### src/rtl/fetch_queue.sv
// Instruction-fetch stage: issues word fetches at the current PC over a req/ack
// handshake, buffers {pc, instr} pairs for decode and steers the PC register.
// A redirect flushes the queue. A fetch that is still outstanding when the
// redirect arrives is drained and its data discarded.
module fetch_queue #(
    parameter int unsigned DEPTH    = 2,
    parameter int unsigned IW       = 32,
    parameter logic [7:0]  RESET_PC = 8'h00
) (
    input  logic          clk,
    input  logic          rst_n,
    input  logic [7:0]    pc_in,
    output logic [7:0]    pc_next,
    output logic          pc_adv,
    output logic          imem_req,
    output logic [7:0]    imem_addr,
    input  logic          imem_ack,
    input  logic [IW-1:0] imem_rdata,
    input  logic          redirect,
    input  logic [7:0]    redirect_pc,
    output logic          dec_valid,
    input  logic          dec_ready,
    output logic [IW-1:0] dec_instr,
    output logic [7:0]    dec_pc
);

    localparam int unsigned PW = $clog2(DEPTH);
    localparam int unsigned CW = $clog2(DEPTH) + 1;

    localparam logic [0:0] ST_FETCH = 1'b0;
    localparam logic [0:0] ST_DRAIN = 1'b1;

    logic [0:0]    state_q, state_d;
    logic [CW-1:0] count_q, count_d;
    logic [PW-1:0] rd_q, rd_d;
    logic [PW-1:0] wr_q, wr_d;
    logic [7:0]    drain_addr_q, drain_addr_d;

    logic [7:0]    pc_mem_q    [DEPTH];
    logic [IW-1:0] instr_mem_q [DEPTH];

    logic          pop;
    logic          push;
    logic [CW-1:0] count_eff;

    // Decode side: head presentation and pop; a redirect hides the head.
    always_comb begin
        dec_valid = rst_n && (count_q != '0) && !redirect;
        pop       = dec_valid && dec_ready;
        count_eff = count_q - CW'(pop);
        dec_pc    = pc_mem_q[rd_q];
        dec_instr = instr_mem_q[rd_q];
    end

    // FSM next state plus memory request and PC-register steering.
    always_comb begin
        state_d      = state_q;
        drain_addr_d = drain_addr_q;
        imem_req     = 1'b0;
        imem_addr    = pc_in;
        push         = 1'b0;
        pc_adv       = 1'b0;
        pc_next      = pc_in;
        if (!rst_n) begin
            pc_adv  = 1'b1;
            pc_next = RESET_PC;
        end else begin
            if (state_q == ST_DRAIN) begin
                // Outstanding request is held on its original address; a
                // redirect here keeps the drain going.
                imem_req  = 1'b1;
                imem_addr = drain_addr_q;
                if (imem_ack && !redirect) begin
                    state_d = ST_FETCH;
                end
            end else begin
                // Request only while a slot is guaranteed for the response.
                imem_req = (count_eff < CW'(DEPTH));
                push     = imem_req && imem_ack && !redirect;
                if (redirect && imem_req && !imem_ack) begin
                    state_d      = ST_DRAIN;
                    drain_addr_d = pc_in;
                end
            end
            if (redirect) begin
                pc_adv  = 1'b1;
                pc_next = redirect_pc;
            end else if (push) begin
                pc_adv  = 1'b1;
                pc_next = pc_in + 8'd1;
            end
        end
    end

    // Queue occupancy and pointers; a redirect flushes everything.
    always_comb begin
        count_d = count_q;
        rd_d    = rd_q;
        wr_d    = wr_q;
        if (redirect) begin
            count_d = '0;
            rd_d    = '0;
            wr_d    = '0;
        end else begin
            if (push) begin
                wr_d = wr_q + PW'(1);
            end
            if (pop) begin
                rd_d = rd_q + PW'(1);
            end
            count_d = count_q + CW'(push) - CW'(pop);
        end
    end

    // State and control registers with synchronous reset.
    always_ff @(posedge clk) begin
        if (!rst_n) begin
            state_q      <= ST_FETCH;
            count_q      <= '0;
            rd_q         <= '0;
            wr_q         <= '0;
            drain_addr_q <= '0;
        end else begin
            state_q      <= state_d;
            count_q      <= count_d;
            rd_q         <= rd_d;
            wr_q         <= wr_d;
            drain_addr_q <= drain_addr_d;
        end
    end

    // Queue storage; contents are don't-care until written.
    always_ff @(posedge clk) begin
        if (push) begin
            pc_mem_q[wr_q]    <= pc_in;
            instr_mem_q[wr_q] <= imem_rdata;
        end
    end

endmodule
### config.mk
export PLATFORM = sky130hd
export DESIGN_NAME = fetch_queue
export DESIGN_NICKNAME = d
export VERILOG_FILES = /design/src/rtl/fetch_queue.sv
export SDC_FILE = /design/constraint.sdc
export NUM_CORES = 1
export LEC_CHECK = 0
export ABC_AREA = 1
export CORE_AREA = 2 2 100 102
export DETAILED_ROUTE_END_ITERATION = 16
export DIE_AREA = 0 0 102 104
export PLACE_DENSITY = 0.8
export SETUP_SLACK_MARGIN = 0.2
export SYNTH_ARGS = -nofsm -noshare
export SYNTH_HDL_FRONTEND = slang
export SYNTH_SLANG_ARGS = --single-unit
### constraint.sdc
create_clock -name clk -period 3.29 [get_ports clk]
set_input_delay 0.4935 -clock clk [delete_from_list [all_inputs] [get_ports clk]]
set_output_delay 0.4935 -clock clk [all_outputs]
set_load 0.05 [all_outputs]
== Yosys cells after proc, flatten, opt, wreduce, memory -nomap -nowiden ==
Memory sizes are Yosys's and may differ from the RTL's. A register that Yosys moved wholly into a read port is not among the register bits.
Index checks and enable logic that the tools add are counted.

* Add/subtract/negate cells: 6
* Magnitude comparators: 1
* Mux-type cells: 22
* Bitwise logic cells: 2
* Reduce and logical (&&, ||, !) cells: 13

{| class="wikitable"
|+ Operators with widths
! cell !! count
|-
| $mux W8 || 5
|-
| $mux W1 || 17
|-
| $add A8 B1 Y8 const B || 1
|-
| $logic_and A1 B1 Y1 || 8
|-
| $sub A2 B1 Y2 || 2
|-
| $add A1 B1 Y1 const B || 2
|-
| $add A2 B1 Y2 || 1
|-
| $logic_not A1 Y1 || 2
|-
| $lt A2 B2 Y1 const B || 1
|-
| $not A1 Y1 || 2
|-
| $reduce_and A2 Y1 || 1
|-
| $reduce_bool A2 Y1 || 1
|-
| $reduce_or A2 Y1 || 1
|}

* Bits in registers: 13
* Memory bits (writable): 80
* Input port bits: 53
* Output and inout port bits: 59
* Word-level logic and storage cells: 51
* Memories: 2

{| class="wikitable"
|+ Memories
! name !! depth !! width !! rd ports !! clocked after memory_dff !! wr ports !! line !! RTL
|-
| instr_mem_q || 2 || 32 || 1 || 1 || 1 || 40 || <nowiki>logic [IW-1:0] instr_mem_q [DEPTH];</nowiki>
|-
| pc_mem_q || 2 || 8 || 1 || 1 || 1 || 39 || <nowiki>logic [7:0] pc_mem_q [DEPTH];</nowiki>
|}

== Depth between registers and ports, before layout ==
* Depth after elaboration: 13
* Gate-level depth with buffers: 12
* Depth with buffers taken out: 12

== Worst setup path after synthesis ==
OpenSTA, ideal clock, no wires.

* Path type: input to register
* Start: in rst_n
* End: mem instr_mem_q[1][0], enable pin
* Setup time: 0.437 ns
* Data arrival time: 2.740 ns
* Data required time: 2.853 ns
* Setup slack: 0.113 ns
* Stages on the path: 7
* Buffers on the path: 1
* Path through: inv_2 nor2_4 nand4_2 nand2_4 buf_6 nand3_2 nor2_1

* Cells in the longest elaborated chain, start to end: 12

{| class="wikitable"
|+ Ends and longest elaborated chain
! element !! line !! RTL
|-
| from (decl) || 11 || <nowiki>input logic rst_n,</nowiki>
|-
| $logic_and A1 B1 Y1 (2 in series) || 48 || <nowiki>dec_valid = rst_n && (count_q != '0) && !redirect;</nowiki>
|-
| $logic_and A1 B1 Y1 || 49 || <nowiki>pop = dec_valid && dec_ready;</nowiki>
|-
| $sub A2 B1 Y2 || 50 || <nowiki>count_eff = count_q - CW'(pop);</nowiki>
|-
| $lt A2 B2 Y1 || 78 || <nowiki>imem_req = (count_eff < CW'(DEPTH));</nowiki>
|-
| $logic_and A1 B1 Y1 (2 in series) || 79 || <nowiki>push = imem_req && imem_ack && !redirect;</nowiki>
|-
| $mux W1 || 68 || <nowiki>if (state_q == ST_DRAIN) begin</nowiki>
|-
| $mux W1 || 64 || <nowiki>if (!rst_n) begin</nowiki>
|-
| $mux W1 (*) || 64 ||
|-
| $mux W1 (*) || 134 || <nowiki>if (push) begin</nowiki>
|-
| $mux W1 (not written as such) (*) || 136 || <nowiki>instr_mem_q[wr_q] <= imem_rdata;</nowiki>
|-
| to (decl) || 40 ||
|}

Every way passes the cells marked *; elsewhere a longest branch is shown, timed or not. The select of a mux whose other input is x is not followed.

==> impl_metrics.json <==
{
  "viasPerCell": 4.83,
  "yosys_warnings": 0,
  "grt_setup_unrepaired": "false",
  "numClockSinks": 94,
  "worstSetupPathType": "reg -> out",
  "port_buffers": 111,
  "dieArea_mm2": 0.0106,
  "io_pins": 112,
  "post_cts_buffers": 0,
  "clk_pin_slew_worst_paths_ns": 0.09,
  "yosys.area_share.simple": 0.0980,
  "ant_nets": 0,
  "cts_tree": "built",
  "leakage_uw": 0.00201,
  "p_int_uw": 1760,
  "power_switching_uw": 618,
  "cp-end-kind": "output pin",
  "relSlewSlack": 0.621,
  "synthesis.nets": 357,
  "clock_skew_ns": 0.0121,
  "seq_area_frac_synth": 0.671,
  "overflow": 0,
  "register_area_mm2": 0.00268,
  "tns_ns": 0,
  "n_antenna_cell": 0,
  "postSynthCellCount": 301,
  "post-route-drc-count": 0,
  "synth_top_family_by_area": "multiplexers",
  "cts_made_buffers": 9,
  "pwr-share-clk": 0.281,
  "arrival_ns": 2.38,
  "max-vdd-ir-drop_v": 0.000168,
  "mostFrequentLayoutCell": "clkdlybuf4s50_1",
  "cts_root_buffer": "clkbuf_8",
  "clkLatencyLatePin_ns": 0.36,
  "die_width_um": 102,
  "synth_compound_area_frac": 0.0582,
  "fin_crit_ns": 2.87,
  "nNetsFinal": 474,
  "start_util": 0.419,
  "wl_um": 8470,
  "synth_area_per_cell_um2": 13.3,
  "hold_viol": 0,
  "switching_share": 0.260,
  "fp-row-count": 36,
  "min_path_type": "reg -> reg",
  "p_comb_frac": 0.162,
  "critPathLaunchType": "flop",
  "status": "completed",
  "synth_mux_area_frac": 0.113,
  "hpwlAfterDp_um": 5980,
  "n_fill_cell": 811,
  "synth_area_mm2": 0.00400,
  "cts_hold_buf": 0,
  "clockBufferDepth": 2,
  "maxCapViolCount": 0,
  "synth-seq-cells": 94,
  "post-route-util": 0.583,
  "finalMaxSlewViolations": 0,
  "seqPwrFrac": 0.557,
  "powerDensity_mw_per_mm2": 427,
  "synth_xor_area_frac": 0.00877,
  "mostFrequentLayoutCells": "clkdlybuf4s50_1, edfxtp_1, nand2_1, mux2_2, inv_1",
  "post-route-period-util": 0.873,
  "synth.distinct_cells": 29,
  "cts-resized-gates": 0,
  "setup_viol": 0,
  "grt_max_degree": 41,
  "antenna_found_initial": 0,
  "cp.required_ns": 2.80,
  "area_delta_synth_final_pct": 39.3,
  "synthAdderAreaFrac": 0.00939,
  "max_freq_mhz": 348,
  "first_pass_iters": 4,
  "grt_pass1_wl_um": 13100,
  "crit_fanout": 20,
  "drt_iter0_markers": 108,
  "drive_above_1_share": 0.232,
  "grt_usage": 0.161,
  "wl_per_cell_um": 15.2,
  "worst_pin_slew_ns": 0.567,
  "h-tree-depth": 3,
  "design.core.area_mm2": 0.00955,
  "grt_pass1_vias": 2703,
  "gp_congestion": 0.845,
  "die_h_um": 104,
  "vias": 2686,
  "multi_input_area_mm2": 0.00115
}
## flip-flops by register name, summed over array words and instances, names as in the netlist, named ones only
register	flops
drain_addr_q	8
pc_mem_q	16
state_q	1
instr_mem_q	64
rd_q	1
wr_q	1
count_q	2
## metal layers
metal  vias to the layer above  global-route usage  wire [um]
li1                       1294                   -          -
met1                      1281               0.195       3550
met2                        98               0.267       4100
met3                        13              0.0511        669
met4                         0              0.0600        155
met5                         -                   0          0
## path summary, 6_finish.rpt
kind,depth (start not counted),slack (ns),start,to
worst max-delay path,3,0.42,flop,dec_instr[17]
worst min-delay path,2,0.46,drain_addr_q[2],drain_addr_q[2]
worst max register to register,9,1.27,count_q[1],count_q[1]
worst min register to register,2,0.46,drain_addr_q[2],drain_addr_q[2]
## synth_stat cells, drive strengths merged
| cell | count | area [um2] |
|---|---|---|
| a21oi | 17 | 88.8 |
| buf | 9 | 57.6 |
| clkbuf | 2 | 7.51 |
| dfxtp | 14 | 280 |
| edfxtp | 80 | 2400 |
| ha | 3 | 37.5 |
| inv | 27 | 101 |
| mux2 | 40 | 450 |
| nand2 | 45 | 191 |
| nand3 | 15 | 80.1 |
| nand4 | 2 | 25.0 |
| nor2 | 14 | 78.8 |
| nor3 | 1 | 10.0 |
| o21ai | 25 | 129 |
| o21bai | 2 | 15.0 |
| or2 | 1 | 6.26 |
| xnor2 | 2 | 17.5 |
| xor2 | 2 | 17.5 |
## power groups by stage
stage	clock network [uW]	registers [uW]	logic (uW)
after floorplan	0	1350	198
after global placement	0	1350	377
after detailed placement	0	1350	385
after CTS	695	1320	387
after global routing	740	1330	408
final	668	1320	385
## stage by stage
stage | std cells | power, uW | cell area [um2] | hold WS [ns] | worst slack [ns]
after floorplan | 301 | 1550 | 4000 | 0.424 | 0.754
after global placement | 540 | 1730 | 5400 | 0.435 | 0.564
after detailed placement | 540 | 1740 | 5400 | 0.445 | 0.471
after CTS | 556 | 2410 | 5570 | 0.459 | 0.351
after global routing | 556 | 2470 | 5570 | 0.485 | 0.293
final | 556 | 2380 | 5570 | 0.456 | 0.417
## final cells by class
cell class | count | area share
Sequential cell | 94 | 0.482
Timing Repair Buffer | 117 | 0.233
Multi-Input combinational cell | 169 | 0.207
Tap cell | 133 | 0.0299
Clock buffer | 11 | 0.0236
Inverter | 27 | 0.0182
Clock inverter | 5 | 0.00607
## critical path, cell delays in order, from the launching register on
cell and delay [ns]:
dfxtp_2 0.64, buf_4 0.31, mux2_2 0.36, clkdlybuf4s50_1 0.71
## logic make-up after synthesis
group                      Yosys count
AOI/OAI and AO/OA                   44
muxes                               40
xor gates and xnor gates             4
buffers and inverters               38
adders and majority gates            3
DFF                                 94
and+or+nand+nor                     78
(Power assumes the default switching activity.)
==> variant 1 (config.mk and constraints unchanged) <==
Make the reset (`rst_n`) asynchronous in one clocked block. Comments in the files are not updated.
--- a/src/rtl/fetch_queue.sv
+++ b/src/rtl/fetch_queue.sv
@@ -115,3 +115,3 @@
     // State and control registers with synchronous reset.
-    always_ff @(posedge clk) begin
+    always_ff @(posedge clk or negedge rst_n) begin
         if (!rst_n) begin
Check against the original RTL: differs if rst_n is asserted again (counterexample within 4 cycles, from zero or initial values and one cycle with rst_n low); with rst_n held inactive, the same outputs for 4 cycles.
==> variant 1 against the unedited design <==
Routed wire length shrank 2.5%. First-iteration DRC count down 27%. Sequential cell count down 1. Total power increased by 14%. Combinational power is 68% higher. Synthesized area decreased by 0.56%. Final area up 1.3%. Worst setup slack worse by 110 ps. Critical path type unchanged.
==> variant 1: results (changes against the unedited design) <==
status complete, no violations; Clock Skews 4.22 ps (-7.83 ps); syn_area_per_cell 13.8 um2 (+4.3%); synth unique cells 26 (-10%); hold path start drain_addr_q[6]; met3 Use GR 4.84% (-0.27 points); biggest regs instr_mem_q (64), pc_mem_q (16), drain_addr_q (8); Root Buffer clkbuf_8; flop2flop setup slack 1350 ps (+80 ps); post-CTS setup buffer count 0 (unchanged); fin cells 543 (-2.3%); XOR/XNOR share of the synthesized area 1.10% (+0.23 points); M1 GR Usage 21.7% (+2.1 points); Synth Area in Adders 0.945% (+0.0053 points); DR WL met3 628 um (-6.1%); Placed Instance Area 5470 um2 (+1.2%); dpl cells 527 (-2.4%); sw frac 29.5% (+3.5 points); slowest stage cell, crit path dfrtp_2; DR vias 2614 (-2.7%); syn_nets 343 (-3.9%); global-route wire length before repair 13300 um (+1.7%); later-pin clock latency in the skew report 350 ps; fraction of synthesized area in multiplexers 11.3% (+0.064 points); met2 routed WL 3830 um (-6.4%); Compound-Gate Fraction of Synth Area 5.26% (-0.57 points); CP Max Fanout 22 (+10%); Top FF cell, synth edfxtp_1; PostCTS Resize Cnt 0 (unchanged); H-tree lvl count 3 (unchanged); commonest cells in the netlist edfxtp_1 (80), nand2_1 (41), mux2_2 (40); Post-synth EDFFs 80 (unchanged); n_diodes 0 (unchanged); Relative slew margins 62.9% (+0.80 points); sequential share of the synthesized area 68.6% (+1.5 points); wire per inst 15.2 um (-0.12%); global-route met2 utilization 25.7% (-1.0 points); Hold EP drain_addr_q[6]; VDD IR max 0.263 mV (+57%); nets 461 (-2.7%); r2r endpoint count_q[1]; async set-reset flop share out of synthesis 14.0% (+14 points); largest net degree at the start of global routing 34 (-17%); met1 WL 3720 um (+4.8%); R2R Path Start count_q[0]; Final GP Congestion 0.821 (-2.8%); CTS Buf Count 9 (unchanged); Place WS 540 ps (+68.9 ps); worst hold slack 500 ps (+44.0 ps); ranking of synthesized cells by area edfxtp_1 (60%), mux2_2 (11%), dfrtp_1 (8.2%); Leak Pwr 2.07 nW (+2.9%); vias in the first global route 2699 (-0.15%); dpl hpwl 5910 um (-1.1%); Total GRT Usage 16.3% (+0.17 points); share of cells above drive strength 1 24.1% (+0.98 points); CTS clk-pin slew, worst paths 90 ps (about the same); max incr delay on CP 720 ps; DRT iter0 DRCs 79 (-27%)
variant 1: cell types whose count changed in the layout (fill, tap and decap cells not counted), moves of 6 or more:
| cell | unedited run | this run |
|---|---|---|
| buf_12 | 15 | 21 |
| dfxtp_1 | 13 | 0 |
| o21ai_2 | 1 | 7 |
| inv_1 | 24 | 16 |
| buf_4 | 10 | 4 |
| o21ai_0 | 20 | 9 |
| nor2_1 | 10 | 16 |
| dfrtp_1 | 0 | 12 |
variant 1: cells by family (layout without fill, tap and decap cells):
| logic type | Yosys count | count (layout) |
|---|---|---|
| compound gates | 35 | 35 |
| xor+xnor | 5 | 5 |
| fa+ha+maj | 3 | 3 |
| buf+inv | 28 | 151 |
| flops | 93 | 93 |
| mux | 40 | 40 |
| simple gates | 83 | 83 |
variant 1: area by class of cell:
cell class | instances | area (um2)
Multi-Input combinational cell | 166 | 1130
Inverter | 18 | 67.6
Clock inverter | 6 | 45.0
Sequential cell | 93 | 2730
Tap cell | 133 | 166
Timing Repair Buffer | 117 | 1370
Fill cell | 758 | 3910
Clock buffer | 10 | 128
variant 1: power by group through the flow:
stage | Sequential (W) | Combinational, W | Clock, W
after floorplan | 0.00140 | 0.000364 | 0
after global placement | 0.00141 | 0.000640 | 0
after detailed placement | 0.00141 | 0.000649 | 0
after CTS | 0.00138 | 0.000652 | 0.000694
after global routing | 0.00139 | 0.000690 | 0.000740
final | 0.00138 | 0.000647 | 0.000673
variant 1: worst max-delay path by stage:
stage	from	endpoint	slack [ps]	cells past startpoint
floorplan	rst_n	instr_mem_q[0][0]	120	7
global placement	pc_in[0]	pc_next[6]	570	9
detailed placement	pc_in[0]	pc_next[6]	540	9
CTS	rd_q	dec_instr[24]	270	3
global route	rd_q	dec_instr[19]	220	3
finish	rd_q	dec_instr[24]	310	3
==> variant 2 (same settings) <==
Without the edit above. Change the parameter `IW` from 32 to 16.
--- a/src/rtl/fetch_queue.sv
+++ b/src/rtl/fetch_queue.sv
@@ -6,3 +6,3 @@
     parameter int unsigned DEPTH    = 2,
-    parameter int unsigned IW       = 32,
+    parameter int unsigned IW       = 16,
     parameter logic [7:0]  RESET_PC = 8'h00
Ports: changed (resized dec_instr and imem_rdata); port bits go from 112 to 80. No check against the original RTL was run, so the function may have changed too.
==> variant 2 against the unedited design <==
Worst setup slack gained 83 ps. Final area shrank 25%. Sequential cell count is 32 lower. Synthesized cell count is 16% lower. Total power shrank 19%. Routed wire length down 27%. Count of clock-buffer cells in the layout increased by 4. First-iteration DRC count down 80%. Synthesized area is 29% lower. Clock skew down 5.3 ps. Via count down 23%. Combinational power fell by 15%. Critical path depth is 6 higher. Critical endpoint is now pc_next[4]. Highest routed layer unchanged.
==> variant 2: results (changes against the unedited design) <==
Clock Skews 6.77 ps (-5.29 ps); Post-synth EDFFs 48 (-40%); syn_nets 292 (-18%); share of cells above drive strength 1 23.2% (about the same); ranking of synthesized cells by area edfxtp_1 (51%), dfxtp_1 (9.8%), mux2_2 (9.5%); Leak Pwr 1.58 nW (-21%); CP arrival 2300 ps (-80 ps); XOR/XNOR share of the synthesized area 1.23% (+0.35 points); Compound-Gate Fraction of Synth Area 8.17% (+2.3 points); status complete, no violations; via/cell ratio 4.38 (-9.3%); f_max 358 MHz (+3.0%); utilization after layout 43.8% (-15 points); vias in the first global route 2009 (-26%); fin cells 474 (-15%); Relative slew margins 63.2% (+1.1 points); VDD IR max 0.155 mV (-7.8%); syn_area_per_cell 11.3 um2 (-15%); DRT iter0 DRCs 22 (-80%); CTS clk-pin slew, worst paths 70 ps (-20 ps); Place WS 524 ps (+52.7 ps); dpl hpwl 4420 um (-26%); wirelength, routed 6220 um (-27%); dpl cells 458 (-15%); Final GP Congestion 0.819 (-3.1%); buffers added on ports 79 (-29%)
[variant 2: layout make-up]
class / instances / share of cell area (%)
inverters: 27 / 2.43
flip-flops and latches: 62 / 41.2
multi-input cells: 153 / 23.2
clock buffers: 15 / 5.51
repair buffers: 83 / 23.6
well taps: 133 / 3.98
clock inverters: 1 / 0.0898
[variant 2: path summary, 6_finish.rpt]
kind                         from              end  cells after the start
hold / removal    drain_addr_q[2]  drain_addr_q[2]                      2
setup reg to reg       count_q[1]       count_q[1]                      9
setup / recovery         pc_in[1]       pc_next[4]                      9
hold reg to reg   drain_addr_q[2]  drain_addr_q[2]                      2
[variant 2: routing by layer]
layer,track usage [%],part of all wire (%),up-vias
li1,-,-,1037
met1,15.5,44,951
met5,0,0,-
met2,19.1,47,77
met4,6.29,2.1,0
met3,4.17,6.5,12
[variant 2: where the power goes]
group          total, W  internal [W]  switching, W
clock network  0.000734      0.000451      0.000283
logic          0.000328      0.000142      0.000186
registers      0.000869      0.000862    0.00000649
total           0.00193       0.00145      0.000476
